===== config.mk =====
export PLATFORM = sky130hd
export DESIGN_NAME = stream_rr_fifo_mux
export DESIGN_NICKNAME = d
export VERILOG_FILES = /design/src/rtl/stream_pkg.sv /design/src/rtl/stream_fifo.sv /design/src/rtl/stream_rr_fifo_mux.sv
export SDC_FILE = /design/constraint.sdc
export NUM_CORES = 1
export LEC_CHECK = 0
export ABC_AREA = 1
export BUFFER_PORTS_ARGS = -buffer_cell sky130_fd_sc_hd__buf_4
export CORE_MARGIN = 2
export CORE_UTILIZATION = 45
export CTS_CLUSTER_DIAMETER = 40
export DETAILED_ROUTE_END_ITERATION = 7
export HOLD_SLACK_MARGIN = 0.02
export PLACE_DENSITY = 0.66
export SYNTH_ARGS = -nofsm -noshare
export SYNTH_HDL_FRONTEND = slang
export SYNTH_SLANG_ARGS = --single-unit
export TNS_END_PERCENT = 20

===== constraint.sdc =====
create_clock -name i_clk -period 6.2 [get_ports i_clk]
set_clock_uncertainty 0.1 [all_clocks]
set_input_delay 1.86 -clock i_clk [delete_from_list [all_inputs] [get_ports i_clk]]
set_output_delay 1.86 -clock i_clk [all_outputs]
set_load 0.02 [all_outputs]

===== src/rtl/stream_pkg.sv =====
// stream_pkg: shared constants and width helpers for the stream merge block
package stream_pkg;
  localparam int STREAM_DEF_WIDTH = 8;
  localparam int STREAM_DEF_DEPTH = 8;
  function automatic int clog2_min1(input int n);
    return (n > 1) ? $clog2(n) : 1;
  endfunction
endpackage


===== src/rtl/stream_fifo.sv =====
// stream_fifo: synchronous FIFO with occupancy count; output reads zero when empty
module stream_fifo
  import stream_pkg::*;
#(
  parameter int WIDTH = STREAM_DEF_WIDTH,
  parameter int DEPTH = STREAM_DEF_DEPTH,
  localparam int CNT_W = clog2_min1(DEPTH + 1)
) (
  input  logic             i_clk,
  input  logic             i_rst_n,
  input  logic             i_push,
  input  logic [WIDTH-1:0] i_data,
  input  logic             i_pop,
  output logic [WIDTH-1:0] o_data,
  output logic [CNT_W-1:0] o_count,
  output logic             o_full,
  output logic             o_empty
);
  localparam int PTR_W = clog2_min1(DEPTH);
  logic [WIDTH-1:0] r_mem [DEPTH];
  logic [PTR_W-1:0] r_wr, r_rd;
  logic [CNT_W-1:0] r_count;
  logic             w_push, w_pop;
  assign o_full  = r_count == CNT_W'(DEPTH);
  assign o_empty = r_count == '0;
  assign w_push  = i_push & ~o_full;
  assign w_pop   = i_pop & ~o_empty;
  assign o_count = r_count;
  assign o_data  = o_empty ? '0 : r_mem[r_rd];
  // pointers wrap at DEPTH-1 so non-power-of-2 depths work; reset drops all words
  always_ff @(posedge i_clk) begin
    if (!i_rst_n) begin
      r_wr    <= '0;
      r_rd    <= '0;
      r_count <= '0;
    end else begin
      if (w_push) r_wr <= (r_wr == PTR_W'(DEPTH - 1)) ? '0 : r_wr + 1'b1;
      if (w_pop) r_rd <= (r_rd == PTR_W'(DEPTH - 1)) ? '0 : r_rd + 1'b1;
      r_count <= r_count + CNT_W'(w_push) - CNT_W'(w_pop);
    end
  end
  // storage is never read before being written, so it carries no reset
  always_ff @(posedge i_clk) begin
    if (i_rst_n && w_push) r_mem[r_wr] <= i_data;
  end
endmodule


===== src/rtl/stream_rr_fifo_mux.sv =====
// stream_rr_fifo_mux: round-robin merge of NUM_CH streams into one tagged, buffered stream
module stream_rr_fifo_mux
  import stream_pkg::*;
#(
  parameter int NUM_CH = 4,
  parameter int WIDTH  = STREAM_DEF_WIDTH,
  parameter int DEPTH  = STREAM_DEF_DEPTH,
  localparam int CH_W  = clog2_min1(NUM_CH),
  localparam int CNT_W = clog2_min1(DEPTH + 1)
) (
  input  logic                    i_clk,
  input  logic                    i_rst_n,
  input  logic [NUM_CH-1:0]       i_valid,
  input  logic [NUM_CH*WIDTH-1:0] i_data,
  output logic [NUM_CH-1:0]       o_ready,
  output logic                    o_valid,
  output logic [WIDTH-1:0]        o_data,
  output logic [CH_W-1:0]         o_ch,
  input  logic                    i_ready,
  output logic [CNT_W-1:0]        o_count,
  output logic                    o_full
);
  if (NUM_CH < 1 || WIDTH < 1 || DEPTH < 2) begin : g_bad_params
    $error("stream_rr_fifo_mux: need NUM_CH>=1, WIDTH>=1, DEPTH>=2");
  end
  logic [CH_W-1:0]       r_rr, w_gidx;
  logic                  w_any, w_push, w_empty;
  logic [WIDTH-1:0]      w_wdata;
  logic [CH_W+WIDTH-1:0] w_head;
  // scan channels from r_rr upward with wrap; the first valid one wins the grant
  always_comb begin
    w_any   = 1'b0;
    w_gidx  = '0;
    w_wdata = '0;
    for (int k = 0; k < NUM_CH; k++)
      for (int c = 0; c < NUM_CH; c++)
        if (!w_any && i_valid[c] && c == (int'(r_rr) + k) % NUM_CH) begin
          w_any   = 1'b1;
          w_gidx  = CH_W'(c);
          w_wdata = i_data[c*WIDTH +: WIDTH];
        end
  end
  // ready ignores i_ready on purpose: a full FIFO blocks pushes even while popping
  assign o_ready = {NUM_CH{w_any & ~o_full & i_rst_n}} & (NUM_CH'(1) << w_gidx);
  assign w_push  = |(i_valid & o_ready);
  assign o_valid = ~w_empty;
  assign {o_ch, o_data} = w_head;
  // priority moves to the channel after the one just served
  always_ff @(posedge i_clk) begin
    if (!i_rst_n) r_rr <= '0;
    else if (w_push) r_rr <= (w_gidx == CH_W'(NUM_CH - 1)) ? '0 : w_gidx + 1'b1;
  end
  stream_fifo #(.WIDTH(CH_W + WIDTH), .DEPTH(DEPTH)) u_fifo (
    .i_clk   (i_clk),
    .i_rst_n (i_rst_n),
    .i_push  (w_push),
    .i_data  ({w_gidx, w_wdata}),
    .i_pop   (i_ready),
    .o_data  (w_head),
    .o_count (o_count),
    .o_full  (o_full),
    .o_empty (w_empty)
  );
  a_ready_onehot0: assert property (@(posedge i_clk) $onehot0(o_ready));
endmodule


---- Word level (Yosys, flattened, before mapping) ----
Memory sizes are Yosys's and may differ from the RTL's. A register that Yosys moved wholly into a read port is not among the register bits.
Cells that the tools add are included.
word-level totals
  bits in registers ....................... 12
  bits in writable memories ............... 80
  input bits .............................. 39
  output and inout bits ................... 20
  logic and storage cells ................. 152
  memories kept ........................... 1
cells by class
  $add $sub $neg .......................... 8
  eq/ne operators ......................... 16
  shift-type cells ........................ 1
  mux-type cells .......................... 55
  bitwise logic cells ..................... 11
  reduce and logical (&&, ||, !) cells .... 56
memory list
  name          depth  bits a word  read ports  clocked after Yosys merged registers in  wr ports  RTL line           RTL
  u_fifo.r_mem  8      10           1           1                                        1         stream_fifo.sv:20  logic [WIDTH-1:0] r_mem [DEPTH];
operators by type and width
  kind                   number
  $logic_not A32 Y1      4
  $mux W8                16
  $logic_and A1 B1 Y1    32
  $mux W2                15
  $mux W1                19
  $eq A3 B3 Y1 const A   6
  $logic_not A1 Y1       15
  $mux W3                4
  $mux W10               1
  $eq A2 B3 Y1 const A   3
  $and A4 B4 Y4          2
  $add A3 B1 Y3 const B  2
  $eq A3 B3 Y1 const B   2
  $reduce_or A2 Y1       3
  $add A2 B1 Y2 const B  2
  $add A2 B2 Y2 const B  2
  $add A4 B1 Y4          1
  $and A1 B1 Y1          4
  $eq A2 B2 Y1 const A   2
  $eq A4 B4 Y1 const B   1
  $logic_not A4 Y1       1
  $reduce_or A4 Y1       1
  $shl A1 B2 Y4 const A  1
  $sub A4 B1 Y4          1
  4 further kinds        7

---- Depth between registers and ports, before layout ----
  depth in word-level cells ............... 72
  gate-level depth with buffers ........... 25
  depth with buffers taken out ............ 25

---- Hierarchy ----
Synthesis repeated with hierarchy kept, for this count alone.
unflattened totals
  cell total of the unflattened synthesis .. 725
  area, all modules ....................... 5676.7 um^2
by module, submodules not included
  module              times used  cells an instance  area an instance (um^2)  sequential area each (um^2)
  stream_fifo         1           439                4197.8                   2662.6
  stream_rr_fifo_mux  1           286                1478.9                   40.0

---- Least setup slack after synthesis ----
No wires, ideal clock.
  kind .................................... input -> output
  from .................................... input port i_valid[3]
  to ...................................... output port o_ready[2]
  arrival ................................. 3823 ps
  path slack .............................. 417 ps
  stages .................................. 14
  buffers on the path ..................... 0
  cells stage by stage .................... nand3_1 > nand4_4 > nor2_4 > nand4_4 > nor2_4 > nand4_2 > nor2_4 > nand2_1 > nor2_2 > inv_2 > nand3_1 > ha_1 > inv_1 > nor2_1
between the ends
  elaborated cells between the ends (all ways) .. 68
  classes of those cells .................. shift (1); mux (26); bitwise (3); reduce/logical (38)
RTL lines
  element                           RTL line                  RTL
  from (decl)                       stream_rr_fifo_mux.sv:13  input logic [NUM_CH-1:0] i_valid,
  $logic_and A1 B1 Y1 (2 in a row)  stream_rr_fifo_mux.sv:37  if (!w_any && i_valid[c] && c == (int'(r_rr) + k) % NUM_CH) begin
  $mux W1                           stream_rr_fifo_mux.sv:37
  $logic_not A1 Y1                  stream_rr_fifo_mux.sv:37
  $logic_and A1 B1 Y1 (2 in a row)  stream_rr_fifo_mux.sv:37
  $mux W1                           stream_rr_fifo_mux.sv:37
  $logic_not A1 Y1                  stream_rr_fifo_mux.sv:37
  $logic_and A1 B1 Y1 (2 in a row)  stream_rr_fifo_mux.sv:37
  $mux W1                           stream_rr_fifo_mux.sv:37
  (+33 left out)                    --
  $logic_and A1 B1 Y1 (2 in a row)  stream_rr_fifo_mux.sv:37
  $mux W1                           stream_rr_fifo_mux.sv:37
  $logic_not A1 Y1                  stream_rr_fifo_mux.sv:37
  $logic_and A1 B1 Y1 (2 in a row)  stream_rr_fifo_mux.sv:37
  $mux W2 (*)                       stream_rr_fifo_mux.sv:37
  named net u_fifo.i_data[9]        stream_fifo.sv:12         input logic [WIDTH-1:0] i_data,
  $shl A1 B2 Y4 (*)                 stream_rr_fifo_mux.sv:44  assign o_ready = {NUM_CH{w_any & ~o_full & i_rst_n}} & (NUM_CH'(1) << w_gidx);
  $and A4 B4 Y4 (*)                 stream_rr_fifo_mux.sv:44
  to (decl)                         stream_rr_fifo_mux.sv:15  output logic [NUM_CH-1:0] o_ready,
The timed path passes the listed nets; every way through them passes the cells marked *.

---- Worst setup path in the final report ----
  from .................................... input port i_valid[3]
  to ...................................... output port o_ready[1]
The elaborated chain is that of the path after synthesis.

==> out/qor.yml <==
cpMostUsedCell: "nor2_4"
path_clk_slew_ns: 0.06
wl_per_cell_um: 14.97
status: "finished, final reports clean"
timing.rr.start: "r_rr[1]"
synth.distinct_cells: 33
worst_pin_slew_ns: 1.152
final_cell_mix: "nor2_1, nand2_1, edfxtp_1"
die_h_um: 110.9
crit_family: "simple AND/OR/NAND/NOR gates"
drv_cap: 0
totalNegativeSetupSlack_ns: 0
die_x_um: 110.9
first_iter_violations: 275
num_vias: 4303
antenna_found_initial: 0
avgSynthCellArea_um2: 8.581
critPathRequiredTime_ns: 4.24
finalWeightedCongestion: 0.8728
row_count: 39
synth_area_um2: 5140
cp-startpoint: "i_valid[3]"
grt_overflow: 0
port-buffer-count: 58
finalNetCount: 720
antenna_cells: 0
vdd_drop_max_uv: 179.4
worst_skew_pair.late_latency_ns: 0.33
max_stage_delay_ns: 0.20
crit_end: "o_ready[1]"
ys_ff_latch: 95
finalCriticalPeriod_ns: 5.959
grt_pass1_wl_um: 19730
path_depth: 17
post-route-drc-count: 0
critPathKind: "input pin to output port"
cts_tree: "done"
fmax_ghz: 0.1678
die_area_um2: 12290
worstPathArrival_ns: 4.00
grt_pass1_vias: 4072
finalInstanceArea_um2: 6061
ant_nets: 0
grtUsageTotal_pct: 19.88
slowest_stage: "ha_1"
ys.warnings.count: 0
vias_per_cell: 5.293
hold_class: "flop to flop"
reg2reg_depth: 19
dr.pass1.iters: 5
cts.sinks: 95
synthCells: 599
dp_hpwl_um: 8563
hold_viol: 0
min_from: "u_fifo.r_rd[1]"
drv_slew: 0
initial_core_util_pct: 45.60
rsz0062_at_grt: "false"
placeableCoreArea_um2: 11270
seqCellArea_um2: 2703
io_pins: 59
r2r_setup_slack_ns: 2.21
synth_nets: 653
leakagePower_nw: 2.486
post_dp_cell_area_um2: 5787
multi_input_comb_area_um2: 2120
path_cells: "buf_4 > nand3_1 > nand4_4 > nor2_4 > nand4_4 > nor2_4 > nand4_2 > nor2_4 > nand2_1 > nor2_1 > nand2_1 > nand3_1 > inv_1 > ha_1 > inv_1 > nor2_1 > buf_4"
n_fill_cell: 1028
setup_viol: 0
root_buffer: "clkbuf_16"
drt_wl_total_um: 12170
cts_hold_buf: 0
drive_above_1_share_pct: 16.27
grt_max_degree: 42
cp_max_fo: 5
numCtsBuffers: 9
reg2reg_to: "u_fifo.r_mem[2][1]"
h-tree-depth: 3
p_per_area_nw_per_um2: 464.1
ys_seq_area_share_pct: 52.58
end_kind: "output port"
area_delta_synth_final_pct: 17.92
cp_num_buf_inv: 4
relSlewSlack_pct: 23.12
cts_max_path_buffers: 2
finalCritPeriodShare_pct: 96.11
mostFrequentLayoutCell: "nor2_1"
startpoint_type: "input pin"
-- power breakdown --
group          internal [mW]  switching, mW
sequential             0.933         0.0583
clock                  0.268          0.215
combinational          0.464          0.874
total                   1.67           1.15
-- area by class of cell --
cell class,count,share of cell area (%)
clock inverters,4,0.3922
repair buffers,74,9.166
well taps,143,2.952
multi-input cells,420,34.97
flip-flops and latches,95,44.59
clock buffers,11,3.840
inverters,66,4.088
-- cells in the mapped netlist --
| cell | instances | area share, % |
|---|---|---|
| o211a_1 | 1 | 0.19 |
| nand3_2 | 1 | 0.19 |
| o22ai_1 | 10 | 1.2 |
| xor2_1 | 1 | 0.17 |
| a2111oi_0 | 1 | 0.17 |
| nor3b_1 | 1 | 0.15 |
| a21oi_1 | 25 | 2.4 |
| nor4_1 | 1 | 0.12 |
| nor2_2 | 2 | 0.24 |
| nand2_2 | 1 | 0.12 |
| nand3_1 | 38 | 3.7 |
| nand4_1 | 4 | 0.49 |
| inv_1 | 57 | 4.2 |
| edfxtp_1 | 80 | 47 |
| nor3_1 | 1 | 0.097 |
| dfxtp_1 | 15 | 5.8 |
| ha_1 | 14 | 3.4 |
| o221ai_1 | 8 | 1.4 |
| nand4_2 | 1 | 0.24 |
| a31oi_1 | 10 | 1.2 |
| nand4_4 | 3 | 1.2 |
| a211oi_1 | 1 | 0.15 |
| nor2_1 | 137 | 10 |
| nor3_2 | 1 | 0.19 |
| o21ai_0 | 70 | 6.8 |
| nand2_1 | 83 | 6.1 |
| buf_4 | 1 | 0.15 |
| nand3b_1 | 1 | 0.15 |
| inv_2 | 9 | 0.66 |
| clkbuf_1 | 16 | 1.2 |
| nor2_4 | 3 | 0.66 |
| fa_1 | 1 | 0.39 |
| buf_2 | 1 | 0.097 |
-- metrics by stage --
stage | total power, mW | setup WS [ns] | utilization, % | hold WS, ns | instances
6_report | 2.813 | 0.2412 | 53.77 | 0.4077 | 813
5_1_grt | 3.024 | 0.03458 | 53.77 | 0.4557 | 813
4_1_cts | 2.807 | 0.1111 | 53.61 | 0.4110 | 811
3_5_place_dp | 2.324 | 0.1188 | 51.34 | 0.4052 | 796
3_3_place_gp | 2.281 | 0.2391 | 51.34 | 0.3945 | 796
2_1_floorplan | 1.880 | 0.4171 | - | 0.3819 | 599
-- cell families after synthesis --
kind of cell | synth area share [%]
AOI/OAI and AO/OA | 13.56
xor gates and xnor gates | 0.1704
and+or+nand+nor | 23.66
buffers and inverters | 6.232
adders and majority gates | 3.798
DFF | 52.58
-- worst min-delay path by stage --
stage,endpoint,slack (ns),depth (start not counted)
floorplan,flop,0.38,2
global placement,u_fifo.r_rd[2],0.39,2
detailed placement,u_fifo.r_rd[1],0.41,2
CTS,u_fifo.r_rd[1],0.41,2
global route,u_fifo.r_rd[2],0.46,2
finish,flop,0.41,2
-- metal layers --
layer / wire length (um) / up-vias / GRT usage [%]
li1: - / 2179 / -
met2: 6068 / 128 / 34.68
met4: 191 / 0 / 7.417
met3: 614 / 13 / 2.515
met1: 5292 / 1983 / 25.37
met5: 0 / - / 0
-- what timing repair did --
item,in CTS,in global routing
buffers inserted,0,2
resized for setup,0,1
endpoints found under the setup margin,0,4
endpoints found under the hold margin,0,0
-- worst min-delay path, stage by stage, from the launching register on --
cell,delay (ns)
dfxtp_1,0.31
nor2_1,0.09
nor2_1,0.06
-- registers in the layout (all words and copies together) (netlist names), named ones only --
signal / count
u_fifo.o_count: 4
u_fifo.r_rd: 3
u_fifo.r_mem: 80
u_fifo.r_wr: 3
r_rr: 2
Note: power is estimated with default switching activity, not from simulation.
